$ cat config.mk
export PLATFORM = sky130hd
export DESIGN_NAME = mem_stage
export DESIGN_NICKNAME = d
export VERILOG_FILES = /design/src/rtl/mem_stage.sv
export SDC_FILE = /design/constraint.sdc
export NUM_CORES = 1
export LEC_CHECK = 0
export CAP_MARGIN = 10
export CORE_MARGIN = 4
export CORE_UTILIZATION = 40
export CTS_CLUSTER_DIAMETER = 200
export DETAILED_ROUTE_END_ITERATION = 12
export PLACE_DENSITY = 0.77
export RECOVER_POWER = 50
export SLEW_MARGIN = 20
export SYNTH_ARGS = -nofsm -noshare
export SYNTH_HDL_FRONTEND = slang
export SYNTH_SLANG_ARGS = --single-unit
$ cat constraint.sdc
create_clock -name clk -period 3.7 [get_ports clk]
set_input_delay 0.74 -clock clk [delete_from_list [all_inputs] [get_ports clk]]
set_output_delay 0.74 -clock clk [all_outputs]
set_load 0.01 [all_outputs]
$ cat src/rtl/mem_stage.sv
// Memory stage of the RV32I pipeline: passes ALU results through to writeback,
// runs a single outstanding data-memory access for loads/stores, stalls upstream
// while that access is pending, and formats load data before the MEM/WB slot.
module mem_stage #(
  parameter bit ADDR_CHECK = 1'b1
) (
  input  logic        clk,
  input  logic        rst,
  input  logic        ex_valid,
  input  logic [31:0] ex_alu_out,
  input  logic [31:0] ex_rs2,
  input  logic [2:0]  ex_funct3,
  input  logic        ex_load,
  input  logic        ex_store,
  input  logic        ex_wb_en,
  input  logic [4:0]  ex_rd,
  output logic        stall_out,
  output logic [31:0] dmem_addr,
  output logic        dmem_read,
  output logic        dmem_write,
  output logic [3:0]  dmem_mbe,
  output logic [31:0] dmem_wdata,
  input  logic [31:0] dmem_rdata,
  input  logic        dmem_resp,
  output logic        wb_valid,
  output logic        wb_we,
  output logic [4:0]  wb_rd,
  output logic [31:0] wb_data,
  output logic        misalign_err
);

  typedef enum logic {IDLE, ACCESS} state_t;

  state_t      state;
  logic [2:0]  f3_reg;
  logic [4:0]  rd_reg;
  logic [1:0]  off_reg;

  logic        is_mem;
  logic [1:0]  size;
  logic        f3_bad;
  logic        mis;
  logic        trap;
  logic        accept;
  logic [1:0]  off;
  logic [3:0]  mbe;
  logic [31:0] wdata;
  logic [31:0] shifted;
  logic [31:0] ld_data;

  // Decode the incoming slot: access size, legality, lane offset and store lanes.
  always_comb begin
    is_mem = ex_load | ex_store;
    size   = ex_funct3[1:0];
    if (ex_load)
      f3_bad = (ex_funct3 == 3'b011) || (ex_funct3 == 3'b110) || (ex_funct3 == 3'b111);
    else
      f3_bad = (ex_funct3 > 3'b010);
    mis = ((size == 2'b01) && ex_alu_out[0]) ||
          (size[1] && (ex_alu_out[1:0] != 2'b00));
    trap = ADDR_CHECK && is_mem && (f3_bad || mis);
    // Offset is forced to natural alignment; only matters when checking is off,
    // since a misaligned access traps otherwise.
    case (size)
      2'b00:   off = ex_alu_out[1:0];
      2'b01:   off = {ex_alu_out[1], 1'b0};
      default: off = 2'b00;
    endcase
    case (size)
      2'b00:   mbe = 4'b0001 << off;
      2'b01:   mbe = 4'b0011 << off;
      default: mbe = 4'hF;
    endcase
    wdata  = ex_rs2 << {off, 3'b000};
    accept = (state == IDLE) && ex_valid && is_mem && !trap;
  end

  // Upstream holds while a legal access is being accepted or is still pending.
  always_comb begin
    stall_out = !rst && (accept || ((state == ACCESS) && !dmem_resp));
  end

  // Extract the addressed byte/half from the read word and extend it.
  always_comb begin
    shifted = dmem_rdata >> {off_reg, 3'b000};
    case (f3_reg)
      3'b000:  ld_data = {{24{shifted[7]}}, shifted[7:0]};
      3'b100:  ld_data = {24'h0, shifted[7:0]};
      3'b001:  ld_data = {{16{shifted[15]}}, shifted[15:0]};
      3'b101:  ld_data = {16'h0, shifted[15:0]};
      default: ld_data = shifted;
    endcase
  end

  // IDLE/ACCESS sequencing, request registers and the MEM/WB slot.
  always_ff @(posedge clk or posedge rst) begin
    if (rst) begin
      state        <= IDLE;
      f3_reg       <= 3'b000;
      rd_reg       <= 5'd0;
      off_reg      <= 2'b00;
      dmem_addr    <= 32'h0;
      dmem_read    <= 1'b0;
      dmem_write   <= 1'b0;
      dmem_mbe     <= 4'h0;
      dmem_wdata   <= 32'h0;
      wb_valid     <= 1'b0;
      wb_we        <= 1'b0;
      wb_rd        <= 5'd0;
      wb_data      <= 32'h0;
      misalign_err <= 1'b0;
    end else begin
      misalign_err <= 1'b0;
      case (state)
        IDLE: begin
          wb_valid <= 1'b0;
          wb_we    <= 1'b0;
          wb_data  <= 32'h0;
          if (ex_valid) begin
            if (!is_mem) begin
              wb_valid <= 1'b1;
              wb_we    <= ex_wb_en && (ex_rd != 5'd0);
              wb_rd    <= ex_rd;
              wb_data  <= ex_alu_out;
            end else if (trap) begin
              wb_valid     <= 1'b1;
              wb_rd        <= ex_rd;
              misalign_err <= 1'b1;
            end else begin
              dmem_addr  <= {ex_alu_out[31:2], 2'b00};
              dmem_read  <= ex_load;
              dmem_write <= ex_store;
              dmem_mbe   <= ex_store ? mbe : 4'h0;
              dmem_wdata <= ex_store ? wdata : 32'h0;
              f3_reg     <= ex_funct3;
              rd_reg     <= ex_rd;
              off_reg    <= off;
              state      <= ACCESS;
            end
          end
        end
        ACCESS: begin
          if (dmem_resp) begin
            state      <= IDLE;
            dmem_read  <= 1'b0;
            dmem_write <= 1'b0;
            dmem_mbe   <= 4'h0;
            wb_valid   <= 1'b1;
            wb_rd      <= rd_reg;
            if (dmem_read) begin
              wb_we   <= (rd_reg != 5'd0);
              wb_data <= ld_data;
            end else begin
              wb_we   <= 1'b0;
              wb_data <= 32'h0;
            end
          end else begin
            wb_valid <= 1'b0;
            wb_we    <= 1'b0;
          end
        end
        default: state <= IDLE;
      endcase
    end
  end

endmodule

Word level (Yosys, flattened, before mapping) --
Index checks and enable logic that the tools add are counted. Widths: inputs -> output; s select.
Word-level totals: register bits 119, bits of input ports 111
Operators by class: eq/ne operators 12, $lt $le $gt $ge 1, shift-type cells 4, reductions and logical operators 25, bitwise logic cells 3, muxes and demuxes 48
Operators with widths (count):
- $mux 32 | 5
- $pmux 32 s4 | 1
- $pmux 32 s2 | 1
- $shl 32x5->32 | 1
- $shr 32x5->32 | 1
- $mux 1 | 23
- $mux 4 | 5
- $mux 5 | 4
- $pmux 4 s2 | 2
- $eq 3x3->1 const B | 4
- $pmux 1 s2 | 5
- $pmux 5 s2 | 1
- $reduce_bool 5->1 | 2
- $logic_and 1x1->1 | 9
- $ne 2x2->1 const B | 4
- $reduce_and 4->1 | 2
- $logic_or 1x1->1 | 5
- $pmux 2 s2 | 1
- $shl 1x2->4 const A | 1
- $shl 2x2->4 const A | 1
- $eq 3x1->1 const B | 1
- $eq 3x2->1 const B | 1
- $gt 3x2->1 const B | 1
- $logic_not 1->1 | 3
- other kinds (8) | 9

Depth between registers and ports, before layout --
word-level depth 10, gate-level depth with buffers 7

Worst setup path after synthesis --
OpenSTA, ideal clock, no wires.
kind input to output, start input port ex_funct3[2], end output port stall_out, required time 2.960 ns, setup slack 0.855 ns, data arrival time 2.105 ns, stages 6, cells stage by stage or4_4 -> o31ai_4 -> nand2_4 -> buf_2 -> buf_2 -> a21oi_1
On the way: word-level cells in the longest chain between the ends 10
Ends and longest elaborated chain:
- from (decl) | RTL line 12 | input logic [2:0] ex_funct3,
- branches (longest 3 deep; another with $gt 3x2->1)
- $mux 1 (*) | RTL line 55 | if (ex_load)
- $logic_or 1x1->1 (*) | RTL line 61 | trap = ADDR_CHECK && is_mem && (f3_bad || mis);
- $logic_and 1x1->1 (*) | RTL line 61
- $logic_not 1->1 (*) | RTL line 75 | accept = (state == IDLE) && ex_valid && is_mem && !trap;
- $logic_and 1x1->1 (*) | RTL line 75
- $logic_or 1x1->1 (*) | RTL line 80 | stall_out = !rst && (accept || ((state == ACCESS) && !dmem_resp));
- $logic_and 1x1->1 (*) | RTL line 80
- to (decl) | RTL line 17 | output logic stall_out,
Every way passes the cells marked *.

Worst setup path after layout --
start input port ex_funct3[0], end output port stall_out
On the way: word-level cells in the longest chain between the ends 10
Ends and longest elaborated chain (RTL line):
- branches (longest 4 deep; another with $gt 3x2->1)
- $logic_or 1x1->1 (*) | 61
- $logic_and 1x1->1 (*) | 61
- $logic_not 1->1 (*) | 75
- $logic_and 1x1->1 (*) | 75
- $logic_or 1x1->1 (*) | 80
- $logic_and 1x1->1 (*) | 80
Marks and branches as above.

==> out/qor.csv <==
metric,value,unit
fin crit period,3441,ps
H-tree depth,4,
Commonest cells post-synth,"119 x dfrtp_1, 52 x mux2_2, 32 x nor2_1",
crit path DAT,2700,ps
multiplexer area fraction after synthesis,0.2039,
Tot GR Track Use,0.2374,
vias in the first global route,5285,
largest family of logic cells by synthesized area,multiplexers,
CP startpoint kind,primary input,
CP required,2960,ps
drt pass-1 iters,6,
DRT Wirelength,19890,um
area delta synth->final,51.08,%
Syn Std Cell Area,0.005872,mm2
"Setup Fix Bufs, Post-CTS",0,
WHS,471.9,ps
DRC viols,0,
DRT iter0 DRCs,380,
Core Area,0.01448,mm2
Finished Core Util,0.6127,
Root Driver,clkbuf_16,
most common cell in the netlist,dfrtp_1,
antenna violations before repair,0,
actual slew at the worst max-slew pin,1631,ps
Compound-Gate Fraction of Synth Area,0.1809,
Initial Util,0.4055,
Worst Slack Setup Final,259.3,ps
Peak VDD IR,0.3101,mV
area share of the largest cell type after synthesis,0.5071,
Overflow after GRT,0,
Post-synth EDFFs,0,
Syn Inst Count,462,
GP Congestion,0.9336,
Die Height,129.2,um
wire per inst,22.55,um
post-synthesis sequential area ratio,0.5071,
Top Registers,"dmem_wdata x32, wb_data x32, dmem_addr x30",
die area,0.01668,mm2
leakage,3.674,nW
Seq cells post-synth,119,
largest net degree at the start of global routing,53,
setup_tns,0,ps
clk sinks,119,
Hold Buf Count CTS,0,
largest cells by area after synthesis,"dfrtp_1 51%, mux2_2 10%, mux4_2 5.0%",
CTS tree,done,
average size of a mapped cell,12.71,um2
CTS clock-pin slew for the worst setup and hold paths,50,ps
Final Cycle Share,0.9299,
"Top FF cell, synth",dfrtp_1,
outcome,"complete, but fails checks",
DR vias,5121,
post-CTS sizing,0,
max cap viols,1,
die width,129.2,um
post-synthesis xor/xnor area fraction,0,
count of pins over their slew limit,34,
Total Nets Final,796,
ANT cells,0,
post-DP HPWL,15030,um
Synth Area in Simple Gates,0.07650,
row count,44,
worst hold path class,reg2reg,
number of port buffers,219,
CP endpoint kind,output pin,
DP Worst Slack,278.5,ps
Synth cell types,52,
count of final setup violators,0,
async set-reset flop share out of synthesis,1.000,
total CTS buffers,17,
Post-Synth Adder-Cell Area,0,
warnings from Yosys,0,
failing checks,"max-capacitance violations, max-slew violations",
Crit Path Max Fanout,3,
Reg2Reg Depth,5,
first-pass GRT wire length,30290,um
layout cell share with drive strength beyond 1,0.1819,
# IOs,222,
clock skew,6.818,ps
clk buf depth,2,
RSZ-0062 raised after global routing,false,
Final Hold Vio Count,0,
via/cell ratio,5.806,
fmax,290.6,MHz
largest area contributor in the netlist,dfrtp_1,
Crit Path Class,in2out,
Slew headroom,-0.08718,
Post-DRT Antenna Nets,0,
Clock Latency Late Sink,420,ps
Worst Hold Path Cells,2,
Cell Pwr Density,540.3,mW/mm2
Fillers,1135,
==> through the flow <==
step | power, mW | instances | instance area, um2
2_1_floorplan | 2.350 | 463 | 5879
3_3_place_gp | 3.114 | 850 | 8295
3_5_place_dp | 3.157 | 850 | 8295
4_1_cts | 4.873 | 882 | 8911
5_1_grt | 4.994 | 882 | 8871
6_report | 4.793 | 882 | 8871
==> cell families after synthesis <==
family | count (synthesis)
compound gates | 136
buf+inv | 36
flops | 119
mux | 90
other cells | 1
simple gates | 80
==> final cells by class <==
cell class,count,area [um2],share of cell area
sequential,119,2978,0.3357
timing repair buffer,236,2307,0.2601
clock inverter,14,176.4,0.01989
tap,184,230.2,0.02595
multi-input combinational,308,2728,0.3075
inverter,3,12.51,0.001410
clock buffer,18,439.2,0.04951
==> path summary, 6_finish.rpt <==
kind	slack, ps	start	end
max in group asynchronous	840	rst	wb_data[7]$_DFFE_PP0P_
hold reg to reg	470	wb_data[1]$_DFFE_PP0P_	wb_data[1]$_DFFE_PP0P_
hold / removal	470	wb_data[1]$_DFFE_PP0P_	wb_data[1]$_DFFE_PP0P_
setup / recovery	260	ex_funct3[0]	stall_out
min in group asynchronous	1140	rst	wb_rd[4]$_DFFE_PP0P_
setup reg to reg	970	state$_DFF_PP0_	wb_data[17]$_DFFE_PP0P_
==> routing by layer <==
| metal | wire [um] | global-route usage |
|---|---|---|
| met5 | 0 | 0 |
| met4 | 712 | 0.1038 |
| met3 | 1397 | 0.05317 |
| met2 | 9808 | 0.3841 |
| met1 | 7971 | 0.3074 |
==> placed cells by master (no fill, tap or decap), drive strengths merged, types with 13 or more instances in the layout <==
master,synthesis,final
mux2i,18,18
nand2,18,18
o21bai,15,15
nor2,35,35
mux2,55,55
buf,14,13
dfrtp,119,119
dlygate4sd3,0,53
o21ai,28,28
clkbuf,19,22
a221oi,15,15
a22o,16,16
mux4,17,17
clkdlybuf4s50,0,166
o2bb2ai,16,16
==> report_power, final <==
group	switching, mW	internal, mW	total (mW)
Clock	0.626	1.08	1.70
Sequential	0.187	1.57	1.75
Combinational	0.571	0.765	1.34
Total	1.38	3.41	4.79
==> critical path: stages <==
cell and delay (ps):
clkdlybuf4s50_1 480, or4_4 570, o31ai_4 110, nand2_4 90, a21oi_1 150, clkdlybuf4s50_1 560
Power figures use the tool's default switching activity.
